--- src/rtl/mem_stage_pkg.sv ---
// Shared types and helpers for the memory-access pipeline stage.
// Access-size decoding and byte-enable generation live here so the stage and its load aligner agree.
package mem_stage_pkg;

    localparam int XLEN = 32;

    typedef enum logic [1:0] {
        IDLE     = 2'd0,
        REQ      = 2'd1,
        WAIT_RSP = 2'd2
    } state_t;

    localparam logic [2:0] F3_B  = 3'b000;
    localparam logic [2:0] F3_H  = 3'b001;
    localparam logic [2:0] F3_W  = 3'b010;
    localparam logic [2:0] F3_BU = 3'b100;
    localparam logic [2:0] F3_HU = 3'b101;

    // Everything the request port needs, captured once when the op is accepted.
    typedef struct packed {
        logic [XLEN-1:0] addr;
        logic [XLEN-1:0] wdata;
        logic [3:0]      be;
        logic            we;
        logic [2:0]      funct3;
        logic [4:0]      rd;
        logic            reg_write;
    } req_lat_t;

    function automatic logic is_byte(input logic [2:0] f3);
        return (f3 == F3_B) || (f3 == F3_BU);
    endfunction

    function automatic logic is_half(input logic [2:0] f3);
        return (f3 == F3_H) || (f3 == F3_HU);
    endfunction

    // Unknown funct3 codes fall through to a full-word access.
    function automatic logic [3:0] byte_en(input logic [2:0] f3, input logic [1:0] a);
        if (is_byte(f3))
            return 4'b0001 << a;
        else if (is_half(f3))
            return a[1] ? 4'b1100 : 4'b0011;
        else
            return 4'b1111;
    endfunction

endpackage

--- src/rtl/mem_access_stage_if.sv ---
// Data-memory request/response port of the memory stage.
// master = pipeline stage issuing requests, slave = memory / network interface.
interface mem_access_stage_if;
    logic        req_valid;
    logic        req_we;
    logic [31:0] req_addr;
    logic [31:0] req_wdata;
    logic [3:0]  req_be;
    logic        req_ready;
    logic        rsp_valid;
    logic [31:0] rsp_rdata;

    modport master (
        output req_valid, req_we, req_addr, req_wdata, req_be,
        input  req_ready, rsp_valid, rsp_rdata
    );

    modport slave (
        input  req_valid, req_we, req_addr, req_wdata, req_be,
        output req_ready, rsp_valid, rsp_rdata
    );
endinterface

--- src/rtl/mem_load_align.sv ---
// Load aligner: picks the addressed byte/half from the returned word and sign/zero extends it.
// Latency: purely combinational.
// Backpressure: none; output follows inputs.
module mem_load_align
    import mem_stage_pkg::*;
(
    input  logic [31:0] rdata,
    input  logic [1:0]  addr_lo,
    input  logic [2:0]  funct3,
    output logic [31:0] result
);

    logic [7:0]  lane_b;
    logic [15:0] lane_h;

    always_comb begin
        lane_b = rdata[7:0];
        case (addr_lo)
            2'd1:    lane_b = rdata[15:8];
            2'd2:    lane_b = rdata[23:16];
            2'd3:    lane_b = rdata[31:24];
            default: lane_b = rdata[7:0];
        endcase
        lane_h = addr_lo[1] ? rdata[31:16] : rdata[15:0];

        case (funct3)
            F3_B:    result = {{24{lane_b[7]}}, lane_b};
            F3_BU:   result = {24'd0, lane_b};
            F3_H:    result = {{16{lane_h[15]}}, lane_h};
            F3_HU:   result = {16'd0, lane_h};
            default: result = rdata;
        endcase
    end

endmodule

--- src/rtl/mem_access_stage.sv ---
// Memory stage: issues loads/stores on a valid/ready port and registers results for write-back. Macro MEM_MISALIGN_TRAP_EN enables misalignment trapping.
// Latency: ALU op 1 cycle; store >= 2 cycles; load >= 3 cycles (ex_valid -> wb_valid).
// Backpressure: stall_M holds upstream while a request is outstanding; req_* stay stable until req_ready.
module mem_access_stage
    import mem_stage_pkg::*;
(
    input  logic        clk,
    input  logic        rst,

    input  logic        ex_valid,
    input  logic [31:0] ALU_result_E,
    input  logic [31:0] Write_Data_E,
    input  logic [4:0]  rd_E,
    input  logic        reg_write_E,
    input  logic        mem_read_E,
    input  logic        mem_write_E,
    input  logic [2:0]  funct3_E,

    output logic        stall_M,

    mem_access_stage_if.master mem,

    output logic        wb_valid,
    output logic        reg_write_M,
    output logic [4:0]  rd_M,
    output logic [31:0] result_M,
    output logic        misalign_M
);

    state_t      state, state_nxt;
    req_lat_t    lat;
    logic        mem_op;
    logic        accept;
    logic        misaligned;
    logic        start_mem;
    logic        req_hs;
    logic        rsp_take;
    logic [31:0] wdata_fmt;
    logic [31:0] load_val;

    assign mem_op    = mem_read_E | mem_write_E;
    assign accept    = (state == IDLE) & ex_valid;

`ifdef MEM_MISALIGN_TRAP_EN
    assign misaligned = is_half(funct3_E) ? ALU_result_E[0]
                                          : (!is_byte(funct3_E) && (ALU_result_E[1:0] != 2'b00));
`else
    assign misaligned = 1'b0;
`endif

    assign start_mem = accept & mem_op & ~misaligned;
    assign req_hs    = (state == REQ) & mem.req_ready;
    assign rsp_take  = (state == WAIT_RSP) & mem.rsp_valid;

    // Lane replication lets memory pick bytes purely from req_be.
    always_comb begin
        if (is_byte(funct3_E))
            wdata_fmt = {4{Write_Data_E[7:0]}};
        else if (is_half(funct3_E))
            wdata_fmt = {2{Write_Data_E[15:0]}};
        else
            wdata_fmt = Write_Data_E;
    end

    always_ff @(posedge clk or posedge rst) begin
        if (rst)
            state <= IDLE;
        else
            state <= state_nxt;
    end

    always_comb begin
        state_nxt     = state;
        mem.req_valid = 1'b0;
        stall_M       = (state != IDLE);
        case (state)
            IDLE: begin
                if (start_mem)
                    state_nxt = REQ;
            end
            REQ: begin
                mem.req_valid = 1'b1;
                if (mem.req_ready)
                    state_nxt = lat.we ? IDLE : WAIT_RSP;
            end
            WAIT_RSP: begin
                if (mem.rsp_valid)
                    state_nxt = IDLE;
            end
            default: state_nxt = IDLE;
        endcase
    end

    // Request outputs come only from registers, never from req_ready/rsp_valid.
    assign mem.req_we    = lat.we;
    assign mem.req_addr  = {lat.addr[31:2], 2'b00};
    assign mem.req_wdata = lat.wdata;
    assign mem.req_be    = lat.be;

    mem_load_align u_load_align (
        .rdata   (mem.rsp_rdata),
        .addr_lo (lat.addr[1:0]),
        .funct3  (lat.funct3),
        .result  (load_val)
    );

    always_ff @(posedge clk or posedge rst) begin
        if (rst) begin
            lat         <= '0;
            wb_valid    <= 1'b0;
            reg_write_M <= 1'b0;
            rd_M        <= 5'd0;
            result_M    <= 32'd0;
        end else begin
            wb_valid <= 1'b0;
            if (accept) begin
                if (!mem_op) begin
                    wb_valid    <= 1'b1;
                    reg_write_M <= reg_write_E;
                    rd_M        <= rd_E;
                    result_M    <= ALU_result_E;
                end else if (misaligned) begin
                    wb_valid    <= 1'b1;
                    reg_write_M <= 1'b0;
                    rd_M        <= rd_E;
                end else begin
                    lat.addr      <= ALU_result_E;
                    lat.wdata     <= wdata_fmt;
                    lat.be        <= byte_en(funct3_E, ALU_result_E[1:0]);
                    lat.we        <= mem_write_E;
                    lat.funct3    <= funct3_E;
                    lat.rd        <= rd_E;
                    lat.reg_write <= reg_write_E;
                end
            end
            if (req_hs && lat.we) begin
                wb_valid    <= 1'b1;
                reg_write_M <= 1'b0;
                rd_M        <= lat.rd;
            end
            if (rsp_take) begin
                wb_valid    <= 1'b1;
                reg_write_M <= lat.reg_write;
                rd_M        <= lat.rd;
                result_M    <= load_val;
            end
        end
    end

`ifdef MEM_MISALIGN_TRAP_EN
    always_ff @(posedge clk or posedge rst) begin
        if (rst)
            misalign_M <= 1'b0;
        else
            misalign_M <= accept & mem_op & misaligned;
    end
`else
    assign misalign_M = 1'b0;
`endif

endmodule

--- src/flat_wrapper.sv ---
// flat-port wrapper written by rule: the top's interface ports become plain ports
module mem_access_stage_flat import mem_stage_pkg::*;
  (clk, rst, ex_valid, ALU_result_E, Write_Data_E, rd_E, reg_write_E, mem_read_E, mem_write_E, funct3_E, stall_M, wb_valid, reg_write_M, rd_M, result_M, misalign_M, mem_req_valid, mem_req_we, mem_req_addr, mem_req_wdata, mem_req_be, mem_req_ready, mem_rsp_valid, mem_rsp_rdata);
  mem_access_stage_if mem_i ();
  input  logic clk;
  input  logic rst;
  input  logic ex_valid;
  input  logic [31:0] ALU_result_E;
  input  logic [31:0] Write_Data_E;
  input  logic [4:0] rd_E;
  input  logic reg_write_E;
  input  logic mem_read_E;
  input  logic mem_write_E;
  input  logic [2:0] funct3_E;
  output logic stall_M;
  output logic wb_valid;
  output logic reg_write_M;
  output logic [4:0] rd_M;
  output logic [31:0] result_M;
  output logic misalign_M;
  output wire logic [$bits(mem_i.req_valid)-1:0] mem_req_valid;
  output wire logic [$bits(mem_i.req_we)-1:0] mem_req_we;
  output wire logic [$bits(mem_i.req_addr)-1:0] mem_req_addr;
  output wire logic [$bits(mem_i.req_wdata)-1:0] mem_req_wdata;
  output wire logic [$bits(mem_i.req_be)-1:0] mem_req_be;
  input wire logic [$bits(mem_i.req_ready)-1:0] mem_req_ready;
  input wire logic [$bits(mem_i.rsp_valid)-1:0] mem_rsp_valid;
  input wire logic [$bits(mem_i.rsp_rdata)-1:0] mem_rsp_rdata;
  assign mem_req_valid = mem_i.req_valid;
  assign mem_req_we = mem_i.req_we;
  assign mem_req_addr = mem_i.req_addr;
  assign mem_req_wdata = mem_i.req_wdata;
  assign mem_req_be = mem_i.req_be;
  assign mem_i.req_ready = mem_req_ready;
  assign mem_i.rsp_valid = mem_rsp_valid;
  assign mem_i.rsp_rdata = mem_rsp_rdata;
  mem_access_stage u_core (.clk(clk), .rst(rst), .ex_valid(ex_valid), .ALU_result_E(ALU_result_E), .Write_Data_E(Write_Data_E), .rd_E(rd_E), .reg_write_E(reg_write_E), .mem_read_E(mem_read_E), .mem_write_E(mem_write_E), .funct3_E(funct3_E), .stall_M(stall_M), .mem(mem_i), .wb_valid(wb_valid), .reg_write_M(reg_write_M), .rd_M(rd_M), .result_M(result_M), .misalign_M(misalign_M));
endmodule
--- config.mk ---
export PLATFORM = sky130hd
export DESIGN_NAME = mem_access_stage_flat
export DESIGN_NICKNAME = d
export VERILOG_FILES = /design/src/rtl/mem_stage_pkg.sv /design/src/rtl/mem_access_stage_if.sv /design/src/rtl/mem_load_align.sv /design/src/rtl/mem_access_stage.sv /design/src/flat_wrapper.sv
export SDC_FILE = /design/constraint.sdc
export NUM_CORES = 1
export LEC_CHECK = 0
export ABC_CLOCK_PERIOD_IN_PS = 2950
export BUFFER_PORTS_ARGS = -buffer_cell sky130_fd_sc_hd__buf_2
export CAP_MARGIN = 20
export CORE_MARGIN = 3
export CORE_UTILIZATION = 45
export DETAILED_ROUTE_END_ITERATION = 6
export PLACE_DENSITY = 0.78
export RECOVER_POWER = 50
export SLEW_MARGIN = 20
export SYNTH_ARGS = -nofsm -noshare
export SYNTH_HDL_FRONTEND = slang
export SYNTH_SLANG_ARGS = --single-unit
export TNS_END_PERCENT = 10
--- constraint.sdc ---
create_clock -name clk -period 2.95 [get_ports clk]
set_clock_uncertainty 0.1 [all_clocks]
set_input_delay 0 -clock clk [delete_from_list [all_inputs] [get_ports clk]]
set_output_delay 0 -clock clk [all_outputs]
set_load 0.01 [all_outputs]
==> key figures, run 1 <==
Logic synthesis
  • XOR/XNOR Fraction of Synth Area: 0%
  • Synth Register Bits: 119
  • YS warnings: 0
  • Post-synthesis instance area: 6160 um2
  • Synth Area in Adders: 0%
  • FFs w/ async S/R, synth: 100%
  • Post-synthesis mux area share: 19.4%
  • Mean post-synth cell area: 10.7 um2
  • Synth Area in Compound Gates: 10.4%
  • Sequential area share after synthesis: 48.4%
  • Distinct cell type count after synthesis: 45
  • Post-synthesis instance total: 576
  • Synth Flop Type: dfrtp_1
  • Largest family of logic cells by synthesized area: multiplexers
  • Post-synth EDFFs: 0
  • Simple-Gate Fraction of Synth Area: 10.0%

Final layout
  • Ratio of cells with drive above 1 in the final layout: 30.5%
  • Core Util, Final: 65.6%
  • Post-route cell area: 8730 um2
  • Commonest non-fill, non-tap cell in the layout: buf_2
  • Fin nets: 961
  • Most frequent cells in the layout: buf_2 (164), dlygate4sd3_1 (127), dfrtp_1 (119)
  • Area Overhead vs Synth: 41.7%
  • Antenna diode count: 0

GRT
  • First-pass GRT wire length: 30500 um
  • Global Route met2 Usage: 47.5%
  • GR peak layer: met2
  • Grt ovf: 0
  • Pin count of the biggest net entering global routing: 88
  • Met1 Resource Use GR: 29.0%
  • Met3 global-route usage: 7.69%
  • Vias in the first global route: 5737
  • Total GRT Usage: 26.5%
  • Initial antenna violation count: 0

STA
  • Slew margin rel.: -29.7%
  • Max Freq: 0.378 GHz
  • Final worst path period need: 2.64 ns
  • Part of the cycle the worst path needs: 89.6%
  • Max-slew violations: 77
  • Final hold viol count: 0
  • Final setup violation count: 0
  • Worst Tran Pin Value: 1.95 ns
  • RSZ-0062 raised after global routing: false
  • Setup TNS: 0 ns

Clock network
  • Clock sink count: 119
  • Post-CTS Setup Inserts: 0
  • Clk Latency, worst-skew pair: 0.40 ns
  • CTS tree: yes
  • Root buf cell: clkbuf_16
  • Worst-path clk slew: 0.05 ns
  • Post-CTS resize count: 0
  • H-tree depth: 4
  • Worst-case clock buffer depth: 2
  • CTS Buf Count: 17

Placed design
  • IO Port Bufs: 219
  • Area after DPL: 6900 um2
  • Final HPWL DP: 12500 um
  • Gpl congestion: 0.906

Critical path
  • Reg2reg start: u_core.state[1]$_DFFE_PP0P_
  • CP arrival: 2.83 ns
  • Critical Path Source Type: flip-flop
  • CP startpoint: u_core.state[1]$_DFFE_PP0P_
  • Worst R2R End: u_core.result_M[4]$_DFFE_PP0P_
  • Worst reg-to-reg setup slack: 0.31 ns
  • Crit. End Element: flip-flop
  • Maximum fanout along the worst path: 24
  • Register-to-Register Path Depth: 6
  • Req. time, crit path: 3.14 ns
  • Crit Path Class: reg2reg

Floorplanning
  • Die H: 123 um
  • Area of the core: 13300 um2
  • Row count: 42
  • Initial core utilization: 46.3%
  • DIE AREA: 15100 um2
  • Chip width: 123 um
  • Top Ports: 223

Routing
  • DR iter-0 viols: 313
  • Avg WL per Cell: 19.5 um
  • Post-route ant nets: 0
  • Vias/cell: 5.36
  • TritonRoute pass-1 iters: 5
  • # DRC: 0
  • Post-Route WL: 20200 um
  • DR vias: 5555

Power and ir drop
  • Pwr Density: 960 nW/um2
  • Peak VDD IR: 0.485 mV
  • LEAKAGE: 4.02 nW

Worst hold path
  • Hold Crit Class: in2reg
  • Hold path cells: 5
  • Hold Crit Endpoint: u_core.result_M[7]$_DFFE_PP0P_
  • Min-delay src: mem_rsp_rdata[23]

Run
  • Max-Cap Viols: 1

Run status
  • Violated checks: capacitance limit, slew limit
  • Status: finished with violations
[cell families after synthesis]
kind of cell,Yosys count
AO/OA/AOI/OAI,106
AND/OR/NAND/NOR,127
multiplexers,112
other,1
flip-flops,119
buffers and inverters,111
[area by class of cell]
| cell class | instances | area (um2) |
|---|---|---|
| clock buffer | 18 | 439 |
| fill | 1021 | 4570 |
| clock inverter | 13 | 203 |
| multi-input combinational | 348 | 2480 |
| inverter | 7 | 30.0 |
| timing repair buffer | 356 | 2380 |
| tap | 176 | 220 |
| sequential | 119 | 2980 |
[power breakdown]
part	total (W)	switching, W	leakage (nW)	internal (W)
Sequential	0.00297	0.000525	1.43	0.00245
Combinational	0.00313	0.00172	2.27	0.00141
Clock	0.00227	0.000759	0.312	0.00151
Total	0.00838	0.00300	4.02	0.00537
[through the flow]
stage / power [W] / hold slack [ns] / std cells / setup WS [ns]
detailed placement: 0.00593 / 0.0600 / 879 / 0.632
global placement: 0.00584 / 0.0540 / 879 / 0.675
CTS: 0.00841 / 0.0287 / 1037 / 0.403
floorplan: 0.00529 / 0.00831 / 578 / 1.01
global route: 0.00886 / 0.0419 / 1037 / 0.174
finish: 0.00838 / 0.0454 / 1037 / 0.306
[worst max-delay path by stage]
stage,end,cells after the start,slack [ns]
2_1_floorplan,u_core.result_M[16]$_DFFE_PP0P_,7,1.01
3_3_place_gp,u_core.result_M[12]$_DFFE_PP0P_,4,0.67
3_5_place_dp,u_core.result_M[13]$_DFFE_PP0P_,4,0.63
4_1_cts,u_core.result_M[1]$_DFFE_PP0P_,5,0.40
5_1_grt,u_core.result_M[1]$_DFFE_PP0P_,5,0.17
6_report,u_core.result_M[4]$_DFFE_PP0P_,6,0.31
[synth_stat cells (all sizes together) (7+ instances only)]
master / count / area [um2]
o21ai: 49 / 245
mux2i: 63 / 631
nand3: 17 / 85.1
clkbuf: 24 / 90.1
nor3: 11 / 66.3
o22ai: 8 / 50.1
a21oi: 17 / 85.1
dfrtp: 119 / 2980
nor2: 15 / 56.3
buf: 80 / 607
nand2b: 8 / 50.1
mux2: 48 / 541
nand2: 55 / 206
or3: 7 / 43.8
o211ai: 12 / 90.1
[layer usage]
| metal | vias up | wire (um) |
|---|---|---|
| li1 | 2514 | - |
| met1 | 2719 | 7530 |
| met2 | 278 | 10400 |
| met3 | 44 | 1640 |
| met4 | 0 | 611 |
| met5 | - | 0 |
[registers in the layout, summed over array words and instances (netlist names)]
| name | cells |
|---|---|
| u_core.lat | 11 |
| u_core.rd_M | 5 |
| u_core.result_M | 32 |
| u_core.mem.req_we | 1 |
| u_core.mem.req_be | 4 |
| u_core.state | 2 |
| u_core.reg_write_M | 1 |
| u_core.mem.req_wdata | 32 |
| u_core.mem.req_addr | 30 |
| u_core.wb_valid | 1 |
[critical path, cell delays in order (launching register included)]
cell and delay (ns):
dfrtp_1 0.45, or3b_4 0.45, nor3_4 0.11, buf_4 0.38, mux2i_1 0.33, o22ai_1 0.12
dlygate4sd3_1 0.57
[what timing repair did]
| item | in CTS | in global routing |
|---|---|---|
| endpoints found under the setup margin | 0 | 0 |
| hold endpoints to repair | 235 | 0 |
| hold buffers | 127 | 0 |
Power figures use the tool's default switching activity.
==> run 2, diff against run 1 <==
- PLACE_DENSITY: 0.78 -> unset
- PLACE_DENSITY_LB_ADDON: unset -> 0.1
==> key figures, run 2 (same netlist as run 1, synthesis figures left out) <==
GRT
  • Pin count of the biggest net entering global routing: 120 (+36%)
  • First-pass GRT wire length: 27700 um (-9.1%)
  • Vias in the first global route: 5502 (-4.1%)
  • Initial antenna violation count: 0 (unchanged)
  • Grt ovf: 0 (unchanged)
  • Total GRT Usage: 23.8% (-2.8 points)

STA
  • Final setup violation count: 0 (unchanged)
  • Worst Tran Pin Value: 1.61 ns (-0.338 ns)
  • Slew margin rel.: -7.14% (+23 points)
  • RSZ-0062 raised after global routing: false
  • Max Freq: 0.385 GHz (+1.8%)
  • Setup TNS: 0 ns (unchanged)
  • Fin worst setup slack: 0.354 ns (+0.0476 ns)
  • Worst Hold Slack: 0.0618 ns (+0.0164 ns)
  • Final worst path period need: 2.60 ns (-0.0476 ns)
  • Part of the cycle the worst path needs: 88.0% (-1.6 points)
  • Final hold viol count: 0 (unchanged)
  • Max-slew violations: 120 (+56%)

Worst hold path
  • Hold path cells: 4 (-1)
  • Hold Crit Endpoint: u_core.reg_write_M$_DFFE_PP0P_
  • Hold Crit Class: in2reg
  • Min-delay src: mem_read_E

Run
  • Max-Cap Viols: 1 (unchanged)

Critical path
  • Crit. End Element: flip-flop
  • Maximum fanout along the worst path: 24 (unchanged)
  • Critical Path, Cell by Cell: or3b_4 > nor3_4 > buf_4 > mux2i_1 > o22ai_1 > dlygate4sd3_1
  • WP buf/inv: 2 (unchanged)
  • Req. time, crit path: 3.14 ns (about the same)
  • Worst reg-to-reg setup slack: 0.35 ns (+0.05 ns)
  • Critical Path Source Type: flip-flop
  • WP depth: 6 (unchanged)
  • Crit Path Class: reg2reg
  • Worst path slowest cell: dlygate4sd3_1
  • Slowest stage delay, CP: 0.57 ns (about the same)
  • CP arrival: 2.78 ns (-0.05 ns)
  • Register-to-Register Path Depth: 6 (unchanged)
  • Reg2reg start: u_core.state[1]$_DFFE_PP0P_
  • Worst R2R End: u_core.result_M[5]$_DFFE_PP0P_
  • Family with the most delay on the worst path: buffers and inverters

Final layout
  • Commonest non-fill, non-tap cell in the layout: buf_2
  • Most frequent cells in the layout: buf_2 (164), dlygate4sd3_1 (122), dfrtp_1 (119)
  • Fill count: 1086 (+6.4%)
  • Ratio of cells with drive above 1 in the final layout: 30.3% (-0.26 points)
  • Area Overhead vs Synth: 39.4%
  • Post-route cell area: 8580 um2 (-1.6%)
  • Fin nets: 957 (-0.42%)
  • Antenna diode count: 0 (unchanged)

Power and ir drop
  • LEAKAGE: 3.96 nW (-1.4%)
  • Peak VDD IR: 0.494 mV (+1.9%)
  • Pwr Density: 921 nW/um2 (-4.1%)

Floorplanning
  • Top Ports: 223 (unchanged)
  • Die H: 123 um (unchanged)
  • Row count: 42 (unchanged)
  • Chip width: 123 um (unchanged)
  • DIE AREA: 15100 um2 (unchanged)
  • Initial core utilization: 46.3% (unchanged)
  • Area of the core: 13300 um2 (unchanged)

Placed design
  • Post-placement setup slack: 0.618 ns (-0.0137 ns)
  • IO Port Bufs: 219 (unchanged)
  • Gpl congestion: 0.752 (-17%)
  • Final HPWL DP: 11500 um (-7.9%)
  • Area after DPL: 6910 um2 (+0.11%)

Clock network
  • Clk Latency, worst-skew pair: 0.41 ns (about the same)
  • Worst-case clock buffer depth: 2 (unchanged)
  • CTS Buf Count: 17 (unchanged)
  • Clock sink count: 119 (unchanged)
  • Root buf cell: clkbuf_16
  • CTS tree: yes
  • Worst-path clk slew: 0.05 ns (about the same)
  • H-tree depth: 4 (unchanged)

Routing
  • DR iter-0 viols: 299 (-4.5%)
  • Post-Route WL: 17800 um (-12%)
  • # DRC: 0 (unchanged)
  • Avg WL per Cell: 17.3 um (-11%)
  • Post-route ant nets: 0 (unchanged)
  • TritonRoute pass-1 iters: 5 (unchanged)
  • Vias/cell: 5.19 (-3.1%)
  • DR vias: 5336 (-3.9%)

Run status
  • Violated checks: capacitance limit, slew limit
  • Status: finished with violations
[run 2: changes by cell type in the layout (fill, tap and decap cells not counted), moves of 2 or more]
| cell | previous run | this run |
|---|---|---|
| dlygate4sd3_1 | 127 | 122 |
| buf_4 | 7 | 9 |
| bufinv_16 | 5 | 2 |
| clkbuf_2 | 2 | 0 |
| clkinvlp_4 | 3 | 1 |
[run 2: area by class of cell]
| type | count | area (um2) | area share (%) |
|---|---|---|---|
| tap | 176 | 220 | 2.57 |
| timing repair buffer | 352 | 2340 | 27.3 |
| sequential | 119 | 2980 | 34.7 |
| inverter | 7 | 30.0 | 0.350 |
| clock buffer | 20 | 457 | 5.32 |
| clock inverter | 6 | 80.1 | 0.933 |
| multi-input combinational | 348 | 2480 | 28.8 |
[run 2: how the worst max path moves through the flow]
stage                                     start                              end  slack (ns)
floorplan           u_core.state[1]$_DFFE_PP0P_  u_core.result_M[16]$_DFFE_PP0P_        1.01
global placement    u_core.state[1]$_DFFE_PP0P_  u_core.result_M[13]$_DFFE_PP0P_        0.69
detailed placement  u_core.state[1]$_DFFE_PP0P_  u_core.result_M[11]$_DFFE_PP0P_        0.62
CTS                 u_core.state[1]$_DFFE_PP0P_   u_core.result_M[5]$_DFFE_PP0P_        0.39
global route          u_core.lat[6]$_DFFE_PP0P_   u_core.result_M[1]$_DFFE_PP0P_        0.22
finish              u_core.state[1]$_DFFE_PP0P_   u_core.result_M[5]$_DFFE_PP0P_        0.35
[run 2: where the power goes]
part	leakage [nW]	switching [W]	total, W	internal [W]
registers	1.43	0.000511	0.00296	0.00245
clock network	0.269	0.000677	0.00193	0.00125
logic	2.26	0.00161	0.00302	0.00141
[run 2: repair_timing]
item / in CTS / in global routing
setup buffers: 0 / 0
endpoints found under the hold margin: 237 / 0
hold buffers: 122 / 0
gates resized for setup: 0 / 0
[run 2: per-stage QoR]
step                total power [W]  std cells  utilization (%)
floorplan                   0.00529        578                -
global placement            0.00582        880             52.0
detailed placement          0.00591        880             52.0
CTS                         0.00803       1028             65.2
global route                0.00845       1028             64.6
finish                      0.00790       1028             64.6
[run 2: tightest hold or removal path, delay by kind of cell]
family	cells	cell delay (ns)
buffers and inverters	1	0.18
AND/OR/NAND/NOR	1	0.07
AO/OA/AOI/OAI	2	0.28
[run 2: layer usage]
metal	track usage, %	wire (um)
met5	0	0
met4	8.79	382
met3	6.54	1360
met2	40.9	8760
met1	28.6	7250
==> run 3, diff against run 2 <==
- CORE_ASPECT_RATIO: unset -> 1.75
==> key figures, run 3 (same netlist as run 1, synthesis figures left out) <==
Run status
  • Status: finished with violations
  • Violated checks: capacitance limit, slew limit

Critical path
  • Register-to-Register Path Depth: 6 (unchanged)
  • Worst reg-to-reg setup slack: 0.39 ns (+0.04 ns)
  • Worst path slowest cell: dlygate4sd3_1
  • Worst R2R End: u_core.result_M[3]$_DFFE_PP0P_
  • Crit path capture: u_core.result_M[3]$_DFFE_PP0P_
  • Critical Path, Cell by Cell: or3b_4 > nor3_4 > buf_4 > mux2i_1 > o22ai_1 > dlygate4sd3_1
  • CP arrival: 2.74 ns (-0.04 ns)
  • Critical Path Source Type: flip-flop
  • Req. time, crit path: 3.13 ns (about the same)
  • Crit. End Element: flip-flop
  • Maximum fanout along the worst path: 24 (unchanged)
  • CP startpoint: u_core.state[1]$_DFFE_PP0P_
  • Reg2reg start: u_core.state[1]$_DFFE_PP0P_
  • Slowest stage delay, CP: 0.57 ns (about the same)
  • Crit Path Class: reg2reg

STA
  • Max-slew violations: 120 (unchanged)
  • Setup TNS: 0 ns (unchanged)
  • Worst Tran Pin Value: 1.66 ns (+0.0487 ns)
  • Final setup violation count: 0 (unchanged)
  • Fin worst setup slack: 0.390 ns (+0.0360 ns)
  • RSZ-0062 raised after global routing: false
  • Final worst path period need: 2.56 ns (-0.0360 ns)
  • Worst Hold Slack: 0.0329 ns (-0.0288 ns)
  • Max Freq: 0.391 GHz (+1.4%)
  • Slew margin rel.: -10.4% (-3.2 points)
  • Part of the cycle the worst path needs: 86.8% (-1.2 points)
  • Final hold viol count: 0 (unchanged)

Worst hold path
  • Hold Crit Class: in2reg

Power and ir drop
  • Reg power frac: 36.4% (-1.0 points)
  • Total Power: 0.00810 W (+2.5%)
  • Switch share: 36.8% (+1.4 points)
  • LEAKAGE: 3.96 nW (about the same)
  • Pwr Density: 943 nW/um2 (+2.4%)
  • Switching power: 0.00298 W (+6.5%)
  • Peak VDD IR: 0.439 mV (-11%)
  • Logic gate share of total power: 38.1% (about the same)
  • Clock group share of total power: 25.4% (+1.0 points)
  • Internal power: 0.00512 W (+0.33%)

Placed design
  • Gpl congestion: 0.869 (+16%)
  • Post-placement setup slack: 0.454 ns (-0.163 ns)
  • IO Port Bufs: 219 (unchanged)
  • Final HPWL DP: 12800 um (+11%)

Final layout
  • Area Overhead vs Synth: 39.6%
  • Antenna diode count: 0 (unchanged)
  • Commonest non-fill, non-tap cell in the layout: buf_2
  • Most frequent cells in the layout: buf_2 (164), dlygate4sd3_1 (119), dfrtp_1 (119)
  • Fin nets: 953 (-0.42%)
  • Ratio of cells with drive above 1 in the final layout: 30.9% (+0.67 points)

GRT
  • Pin count of the biggest net entering global routing: 120 (unchanged)
  • Vias in the first global route: 5667 (+3.0%)
  • Grt ovf: 0 (unchanged)
  • First-pass GRT wire length: 29300 um (+5.5%)
  • Total GRT Usage: 24.9% (+1.2 points)
  • Initial antenna violation count: 0 (unchanged)

Floorplanning
  • Top Ports: 223 (unchanged)
  • Die H: 161 um (+31%)
  • Area of the core: 13100 um2 (-1.1%)
  • Initial core utilization: 46.8% (+0.53 points)
  • Row count: 55 (+31%)
  • Chip width: 94.4 um (-23%)
  • DIE AREA: 15200 um2 (+0.37%)

Clock network
  • H-tree depth: 4 (unchanged)
  • Worst-path clk slew: 0.06 ns (about the same)
  • Clock sink count: 119 (unchanged)
  • CTS tree: yes
  • Root buf cell: clkbuf_16
  • Clk Latency, worst-skew pair: 0.41 ns (about the same)
  • Post-CTS resize count: 0 (unchanged)
  • CTS Buf Count: 17 (unchanged)
  • Worst-case clock buffer depth: 2 (unchanged)

Routing
  • Post-Route WL: 19000 um (+7.2%)
  • # DRC: 0 (unchanged)
  • Post-route ant nets: 0 (unchanged)
  • DR vias: 5320 (-0.30%)
  • Avg WL per Cell: 18.6 um (+7.6%)
  • DR iter-0 viols: 186 (-38%)
  • Vias/cell: 5.20 (about the same)
  • TritonRoute pass-1 iters: 7 (+2)

Run
  • Max-Cap Viols: 1 (unchanged)
==> run 3: how the worst min path moves through the flow <==
stage | from | to | slack, ns | cells after the start
final | mem_rsp_rdata[7] | u_core.result_M[7]$_DFFE_PP0P_ | 0.03 | 5
after global routing | mem_rsp_rdata[7] | u_core.result_M[7]$_DFFE_PP0P_ | 0.06 | 5
after CTS | mem_rsp_rdata[7] | u_core.result_M[7]$_DFFE_PP0P_ | 0.01 | 5
after detailed placement | mem_req_ready | u_core.state[0]$_DFFE_PP0P_ | 0.14 | 2
after global placement | rst | u_core.mem.req_addr[11]$_DFFE_PP0P_ | 0.13 | 3
after floorplan | mem_req_ready | u_core.state[0]$_DFFE_PP0P_ | 0.008 | 1
==> run 3: timing repair <==
| action | in CTS | in global routing |
|---|---|---|
| setup buffers | 0 | 0 |
| hold buffers | 119 | 0 |
| endpoints found under the hold margin | 236 | 0 |
==> run 3: cell type report <==
type,instances,area [um2]
timing repair buffer,348,2310
inverter,7,30.0
sequential,119,2980
clock inverter,13,148
clock buffer,18,439
fill,1090,4550
multi-input combinational,348,2480
tap,171,214
==> run 3: layer usage <==
metal | part of all wire (%) | GRT usage [%] | vias to the layer above
li1 | - | - | 2490
met1 | 36 | 25.4 | 2545
met2 | 54 | 46.2 | 228
met3 | 6.2 | 6.00 | 57
met4 | 4.7 | 12.2 | 0
met5 | 0 | 0 | -
==> run 3: power groups by stage <==
stage / registers [W] / logic [W] / clock network (W)
floorplan: 0.00294 / 0.00235 / 0
global placement: 0.00289 / 0.00297 / 0
detailed placement: 0.00293 / 0.00303 / 0
CTS: 0.00292 / 0.00320 / 0.00210
global route: 0.00305 / 0.00337 / 0.00217
finish: 0.00295 / 0.00309 / 0.00206
==> run 3: stage by stage <==
step | util, % | cells | instance area [um2]
final | 65.4 | 1024 | 8590
after global routing | 65.4 | 1024 | 8590
after CTS | 66.0 | 1024 | 8670
after detailed placement | 52.5 | 874 | 6890
after global placement | 52.5 | 874 | 6890
after floorplan | - | 578 | 6170
==> run 3: worst max-delay path: cells and delay by family, from the launching register on <==
kind,cells,cell delay [ns]
DFF,1,0.45
and+or+nand+nor,2,0.56
buffers and inverters,2,0.94
muxes,1,0.27
AOI/OAI and AO/OA,1,0.10
